### config.mk
export PLATFORM = sky130hd
export DESIGN_NAME = ad_nios_cascade_match_sink
export DESIGN_NICKNAME = d
export VERILOG_FILES = /design/src/rtl/ad_nios_match_pkg.sv /design/src/rtl/ad_nios_match_seg_cmp.sv /design/src/rtl/ad_nios_cascade_match_sink.sv
export SDC_FILE = /design/constraint.sdc
export NUM_CORES = 1
export LEC_CHECK = 0
export CAP_MARGIN = 25
export CELL_PAD_IN_SITES_DETAIL_PLACEMENT = 1
export CELL_PAD_IN_SITES_GLOBAL_PLACEMENT = 1
export CORE_MARGIN = 2
export CORE_UTILIZATION = 50
export DETAILED_ROUTE_END_ITERATION = 10
export PLACE_DENSITY_LB_ADDON = 0.1
export SLEW_MARGIN = 20
export SYNTH_ARGS = -nofsm -noshare
export SYNTH_HDL_FRONTEND = slang
export SYNTH_HIERARCHICAL = 1
export SYNTH_SLANG_ARGS = --single-unit
### constraint.sdc
create_clock -name clk -period 11 [get_ports clk]
set_input_delay 2.2 -clock clk [delete_from_list [all_inputs] [get_ports clk]]
set_output_delay 2.2 -clock clk [all_outputs]
set_load 0.02 [all_outputs]
### src/rtl/ad_nios_match_pkg.sv
// Shared definitions for the cascade match sink: register map, control/status
// bit positions and the arming state machine encoding.
package ad_nios_match_pkg;

  localparam logic [2:0] REG_PATTERN   = 3'd0;
  localparam logic [2:0] REG_MASK      = 3'd1;
  localparam logic [2:0] REG_CTRL      = 3'd2;
  localparam logic [2:0] REG_STATUS    = 3'd3;
  localparam logic [2:0] REG_CAPTURE   = 3'd4;
  localparam logic [2:0] REG_HIT_COUNT = 3'd5;

  localparam int CTRL_ENABLE   = 0;
  localparam int CTRL_IRQ_EN   = 1;
  localparam int CTRL_ONE_SHOT = 2;

  localparam int STATUS_HIT = 0;
  localparam int STATUS_OVF = 1;

  typedef enum logic [1:0] {
    ST_IDLE      = 2'd0,
    ST_ARMED     = 2'd1,
    ST_TRIGGERED = 2'd2
  } state_t;

endpackage

### src/rtl/ad_nios_match_seg_cmp.sv
// One compare segment: masked equality of a SEG_W-bit slice, registered so the
// result lines up with the first pipeline stage.
module ad_nios_match_seg_cmp #(
  parameter int SEG_W = 4
) (
  input  logic             clk,
  input  logic             reset,
  input  logic [SEG_W-1:0] data,
  input  logic [SEG_W-1:0] pattern,
  input  logic [SEG_W-1:0] mask,
  output logic             ok
);

  // NOTE: clocked state uses non-blocking (<=) so every flop samples pre-edge values.
  always_ff @(posedge clk or posedge reset) begin
    if (reset) ok <= 1'b0;
    else       ok <= ~|((data ^ pattern) & mask);
  end

endmodule

### src/rtl/ad_nios_cascade_match_sink.sv
// Terminal end of the compare chain: two-stage match pipeline, arming FSM,
// hit capture/counting and the Avalon-MM register file with irq.
module ad_nios_cascade_match_sink
  import ad_nios_match_pkg::*;
#(
  parameter int DATA_W = 32,
  parameter int SEG_W  = 4,
  parameter int CNT_W  = 16
) (
  input  logic              clk,
  input  logic              reset,
  input  logic              chipselect,
  input  logic [2:0]        address,
  input  logic              write_n,
  input  logic              read_n,
  input  logic [DATA_W-1:0] writedata,
  output logic [DATA_W-1:0] readdata,
  input  logic [DATA_W-1:0] sample_data,
  input  logic              sample_valid,
  output logic              irq
);

  localparam int NSEG = DATA_W / SEG_W;

  logic [DATA_W-1:0] pattern_q, mask_q, capture_q, d1, d2, rd_mux;
  logic [2:0]        ctrl_q;
  logic              hit_q, ovf_q, v1, hit2;
  logic [CNT_W-1:0]  count_q;
  logic [NSEG-1:0]   seg_ok;
  state_t            state_q, state_d;

  logic wr_en, rd_en, hit_event, clr_hit, clr_ovf, clr_cnt;

  assign wr_en   = chipselect & ~write_n;
  assign rd_en   = chipselect & ~read_n;
  assign clr_hit = wr_en && (address == REG_STATUS) && writedata[STATUS_HIT];
  assign clr_ovf = wr_en && (address == REG_STATUS) && writedata[STATUS_OVF];
  assign clr_cnt = wr_en && (address == REG_HIT_COUNT);

  // Gated by enable too, so dropping enable kills a hit already sitting in S2.
  assign hit_event = hit2 && (state_q == ST_ARMED) && ctrl_q[CTRL_ENABLE];

  for (genvar g = 0; g < NSEG; g++) begin : g_seg
    ad_nios_match_seg_cmp #(.SEG_W(SEG_W)) u_seg (
      .clk     (clk),
      .reset   (reset),
      .data    (sample_data[g*SEG_W +: SEG_W]),
      .pattern (pattern_q[g*SEG_W +: SEG_W]),
      .mask    (mask_q[g*SEG_W +: SEG_W]),
      .ok      (seg_ok[g])
    );
  end

  always_ff @(posedge clk or posedge reset) begin
    if (reset) begin
      v1   <= 1'b0;
      hit2 <= 1'b0;
      d1   <= '0;
      d2   <= '0;
    end else begin
      v1   <= sample_valid && (state_q == ST_ARMED);
      d1   <= sample_data;
      d2   <= d1;
      hit2 <= (state_q == ST_IDLE) ? 1'b0 : (v1 & (&seg_ok));
    end
  end

  // NOTE: next-state starts from a default so no path leaves state_d unassigned (no latch).
  always_comb begin
    state_d = state_q;
    if (!ctrl_q[CTRL_ENABLE]) begin
      state_d = ST_IDLE;
    end else begin
      case (state_q)
        ST_IDLE:      state_d = ST_ARMED;
        ST_ARMED:     if (hit_event && ctrl_q[CTRL_ONE_SHOT]) state_d = ST_TRIGGERED;
        ST_TRIGGERED: if (!hit_q) state_d = ST_ARMED;
        default:      state_d = ST_IDLE;
      endcase
    end
  end

  always_ff @(posedge clk or posedge reset) begin
    if (reset) state_q <= ST_IDLE;
    else       state_q <= state_d;
  end

  always_ff @(posedge clk or posedge reset) begin
    if (reset) begin
      pattern_q <= '0;
      mask_q    <= '0;
      ctrl_q    <= '0;
      hit_q     <= 1'b0;
      ovf_q     <= 1'b0;
      capture_q <= '0;
      count_q   <= '0;
      irq       <= 1'b0;
    end else begin
      if (wr_en && address == REG_PATTERN) pattern_q <= writedata;
      if (wr_en && address == REG_MASK)    mask_q    <= writedata;
      if (wr_en && address == REG_CTRL)    ctrl_q    <= writedata[2:0];

      // A new hit beats a simultaneous clear; the first capture is kept otherwise.
      if (hit_event && (!hit_q || clr_hit)) capture_q <= d2;
      if (hit_event)    hit_q <= 1'b1;
      else if (clr_hit) hit_q <= 1'b0;

      if (hit_event && hit_q && !clr_hit) ovf_q <= 1'b1;
      else if (clr_ovf)                   ovf_q <= 1'b0;

      if (clr_cnt)                      count_q <= hit_event ? CNT_W'(1) : '0;
      else if (hit_event && ~&count_q)  count_q <= count_q + CNT_W'(1);

      irq <= hit_q & ctrl_q[CTRL_IRQ_EN];
    end
  end

  always_comb begin
    rd_mux = '0;
    case (address)
      REG_PATTERN:   rd_mux = pattern_q;
      REG_MASK:      rd_mux = mask_q;
      REG_CTRL:      rd_mux = DATA_W'(ctrl_q);
      REG_STATUS:    rd_mux = DATA_W'({ovf_q, hit_q});
      REG_CAPTURE:   rd_mux = capture_q;
      REG_HIT_COUNT: rd_mux = DATA_W'(count_q);
      default:       rd_mux = '0;
    endcase
  end

  always_ff @(posedge clk or posedge reset) begin
    if (reset)      readdata <= '0;
    else if (rd_en) readdata <= rd_mux;
  end

endmodule

==> impl_metrics.py <==
metrics = {
    "status": {
        "run_status": "complete, no violations",
    },
    "yosys": {
        "post_synth_main_area_contributors": "dfrtp_1 61%, mux2_2 12%, a22o_1 3.5%",
        "synthXorXnorAreaFrac": 0.0305,
        "synth-edff-count": 0,
        "ys_seq_elements": 226,
        "synth-main-ff-cell": "dfrtp_1",
        "syn-num-nets": 715,
        "synthDistinctLibCells": 49,
        "synth.avg_cell_area_um2": 14.4,
        "synth-seq-area-share": 0.615,
        "mappedNetlistArea_um2": 9200,
        "synth_simple_gate_area_share": 0.0670,
        "postSynth.asyncResetShare": 1.00,
        "synth_cells": 641,
        "synth.top_cell.area_share": 0.615,
        "synth-adder-area-share": 0.00136,
        "synth_largest_area_cell": "dfrtp_1",
        "yosysWarningCount": 6,
        "combinational_family_with_the_most_area_after_synthesis": "multiplexers",
        "synth_compound_gate_area_share": 0.0870,
        "muxShareOfSynthArea": 0.180,
    },
    "power_and_ir_drop": {
        "p_leak_nw": 5.04,
        "max-vdd-ir-drop_v": 0.000162,
        "pwr_density_cell_nw_per_um2": 187,
    },
    "clocking": {
        "path_clk_slew_ns": 0.06,
        "clock_tree_from_tritoncts": "done",
        "cts-buffers-inserted": 24,
        "ctsLongestPathBuffers": 3,
        "cts_num_sinks": 226,
        "cts_hold_repair.buffers": 0,
        "h-tree-depth": 1,
        "cts_resized": 0,
        "clk_latency_ns": 0.51,
        "cts_root_buffer": "clkbuf_16",
        "cts.repair_timing.setup_buffer_count": 0,
    },
    "worst_setup_path": {
        "r2r-end": "capture_q[22]",
        "worst-path-max-fanout": 19,
        "timing.setup.critical_path_class": "in -> reg",
        "reg2reg_setup_slack_ns": 8.50,
        "endpoint_arrival_time_on_the_critical_path_ns": 4.91,
        "reg2reg_depth": 4,
        "timing.critical_path.required_ns": 11.38,
        "setup_crit_end_kind": "flip-flop",
        "startpoint_type": "input pin",
        "critical_path.reg2reg.startpoint": "state_q[0]",
    },
    "floorplanning": {
        "floorplan.io_pins": 106,
        "rows": 49,
        "chipWidth_um": 140,
        "starting_density_of_the_core": 0.510,
        "floorplan.core_area_um2": 18000,
        "die_area_um2": 19500,
        "die_y_um": 140,
    },
    "global_route": {
        "pin_count_of_the_biggest_net_entering_global_routing": 153,
        "grt-ovfl-total": 0,
        "first_global_vias": 6649,
        "first_pass_grt_wire_length_um": 36400,
        "grtUsageTotal": 0.234,
        "initial_antenna_violation_count": 0,
    },
    "final_layout": {
        "final.fill_count": 1701,
        "insertedDiodeCount": 0,
        "post_route_cells_drive_above_1_share": 0.229,
        "final_cells": 994,
        "area_delta_synth_final_pct": 22.3,
        "finalNetCount": 825,
        "final_util": 0.624,
        "layout_common_cells": "226 x dfrtp_1, 103 x clkdlybuf4s50_1, 99 x mux2_2",
        "layout.cells.most_common": "dfrtp_1",
    },
    "placement": {
        "numPlacedInstances": 953,
        "dp_worst_setup_slack_ns": 5.97,
        "place.gp.congestion": 0.796,
        "portBuffers": 105,
        "dp_hpwl_um": 14600,
    },
    "timing": {
        "layout_worst_path_cycle_share": 0.411,
        "timing.setup.tns_ns": 0,
        "relSlewSlack": 0.450,
        "post-route-min-period_ns": 4.53,
        "rsz0062_at_grt": "no",
        "tightestPinTransition_ns": 0.825,
        "highest_clock_rate_mhz": 221,
        "timing_max_transition_violations_final": 0,
        "final-hold-violation-count": 0,
        "worst_clock_skew_ns": 0.0139,
        "setup-violations-final": 0,
        "fin_ws_ns": 6.47,
    },
    "routing": {
        "drt_wl_total_um": 22100,
        "route.detailed.wl_per_inst_um": 22.3,
        "dr_total_vias": 5796,
        "detail_route.drc_violations": 0,
        "drt_pass1_iterations": 4,
        "post_drt_via_cell_ratio": 5.83,
        "antenna_left": 0,
        "dr.first_iter.drc_count": 216,
    },
    "min_path": {
        "min-delay-start": "d1[11]",
        "hold_path.class": "reg -> reg",
        "worstHoldEndpoint": "d2[11]",
        "min_delay_path_depth": 0,
    },
    "run": {
        "max-cap-violations": 0,
    },
}
area by class of cell:
cell class,count,area (um2),area share
timing repair buffer,115,1120,0.0998
tap,229,287,0.0255
multi-input combinational,374,3380,0.301
clock inverter,2,10.0,0.000890
sequential,226,5660,0.503
inverter,10,50.0,0.00445
clock buffer,38,744,0.0662
flip-flops by register name (all words and copies together), names as in the netlist:
name	cells
readdata	32
g_seg.u_seg/ok	8
v1	1
irq	1
d1	32
hit2	1
d2	32
hit_q	1
state_q	2
ovf_q	1
capture_q	32
pattern_q	32
ctrl_q	3
mask_q	32
count_q	16
worst max-delay path, stage by stage:
cell and delay [ns]:
clkdlybuf4s50_1 0.89, nand4bb_1 0.20, o21ai_1 0.30, nand2_1 0.55
buf_4 0.45, mux2_2 0.31
stage by stage:
stage	area [um2]	power [mW]	hold slack, ns
floorplan	9200	1.22	0.331
global placement	10500	1.33	0.332
detailed placement	10500	1.35	0.336
CTS	11200	2.13	0.347
global route	11200	2.20	0.348
finish	11200	2.11	0.342
cells in the mapped netlist, drive strengths merged, types with 5 or more instances:
cell type	count
o21ai	27
mux4	13
inv	10
buf	16
mux2i	24
nand3	9
a21oi	8
or4	7
clkbuf	15
nand2	37
a221oi	8
nor2	8
and2	5
xor2	32
dfrtp	226
nand4	8
nand3b	6
a22o	37
o211ai	5
mux2	100
report_power, final:
part	total, mW	switching, mW	internal (mW)
Combinational	0.306	0.139	0.167
Sequential	1.03	0.0938	0.939
Clock	0.768	0.309	0.459
kinds of logic (layout without fill, tap and decap cells):
kind of cell               Yosys count  after routing
adders and majority gates            1              1
buffers and inverters               41            165
xor gates and xnor gates            32             32
muxes                              137            137
and+or+nand+nor                    101            101
DFF                                226            226
AOI/OAI and AO/OA                  103            103
worst max-delay path by stage:
stage	start	to	slack, ns	cells past startpoint
finish	address[1]	capture_q[22]	6.47	6
global route	address[1]	capture_q[2]	6.30	6
CTS	address[1]	capture_q[22]	6.43	6
detailed placement	address[1]	pattern_q[2]	5.97	4
global placement	address[1]	pattern_q[2]	6.10	4
floorplan	reset	capture_q[0]	2.84	1
layer usage:
metal / global-route usage / share of wire / vias to the layer above
met5: 0 / 0 / -
met4: 0.0663 / 0.026 / 0
met3: 0.0337 / 0.034 / 49
met2: 0.411 / 0.52 / 132
met1: 0.304 / 0.42 / 3049
li1: - / - / 2566
Note: power is estimated with default switching activity, not from simulation.
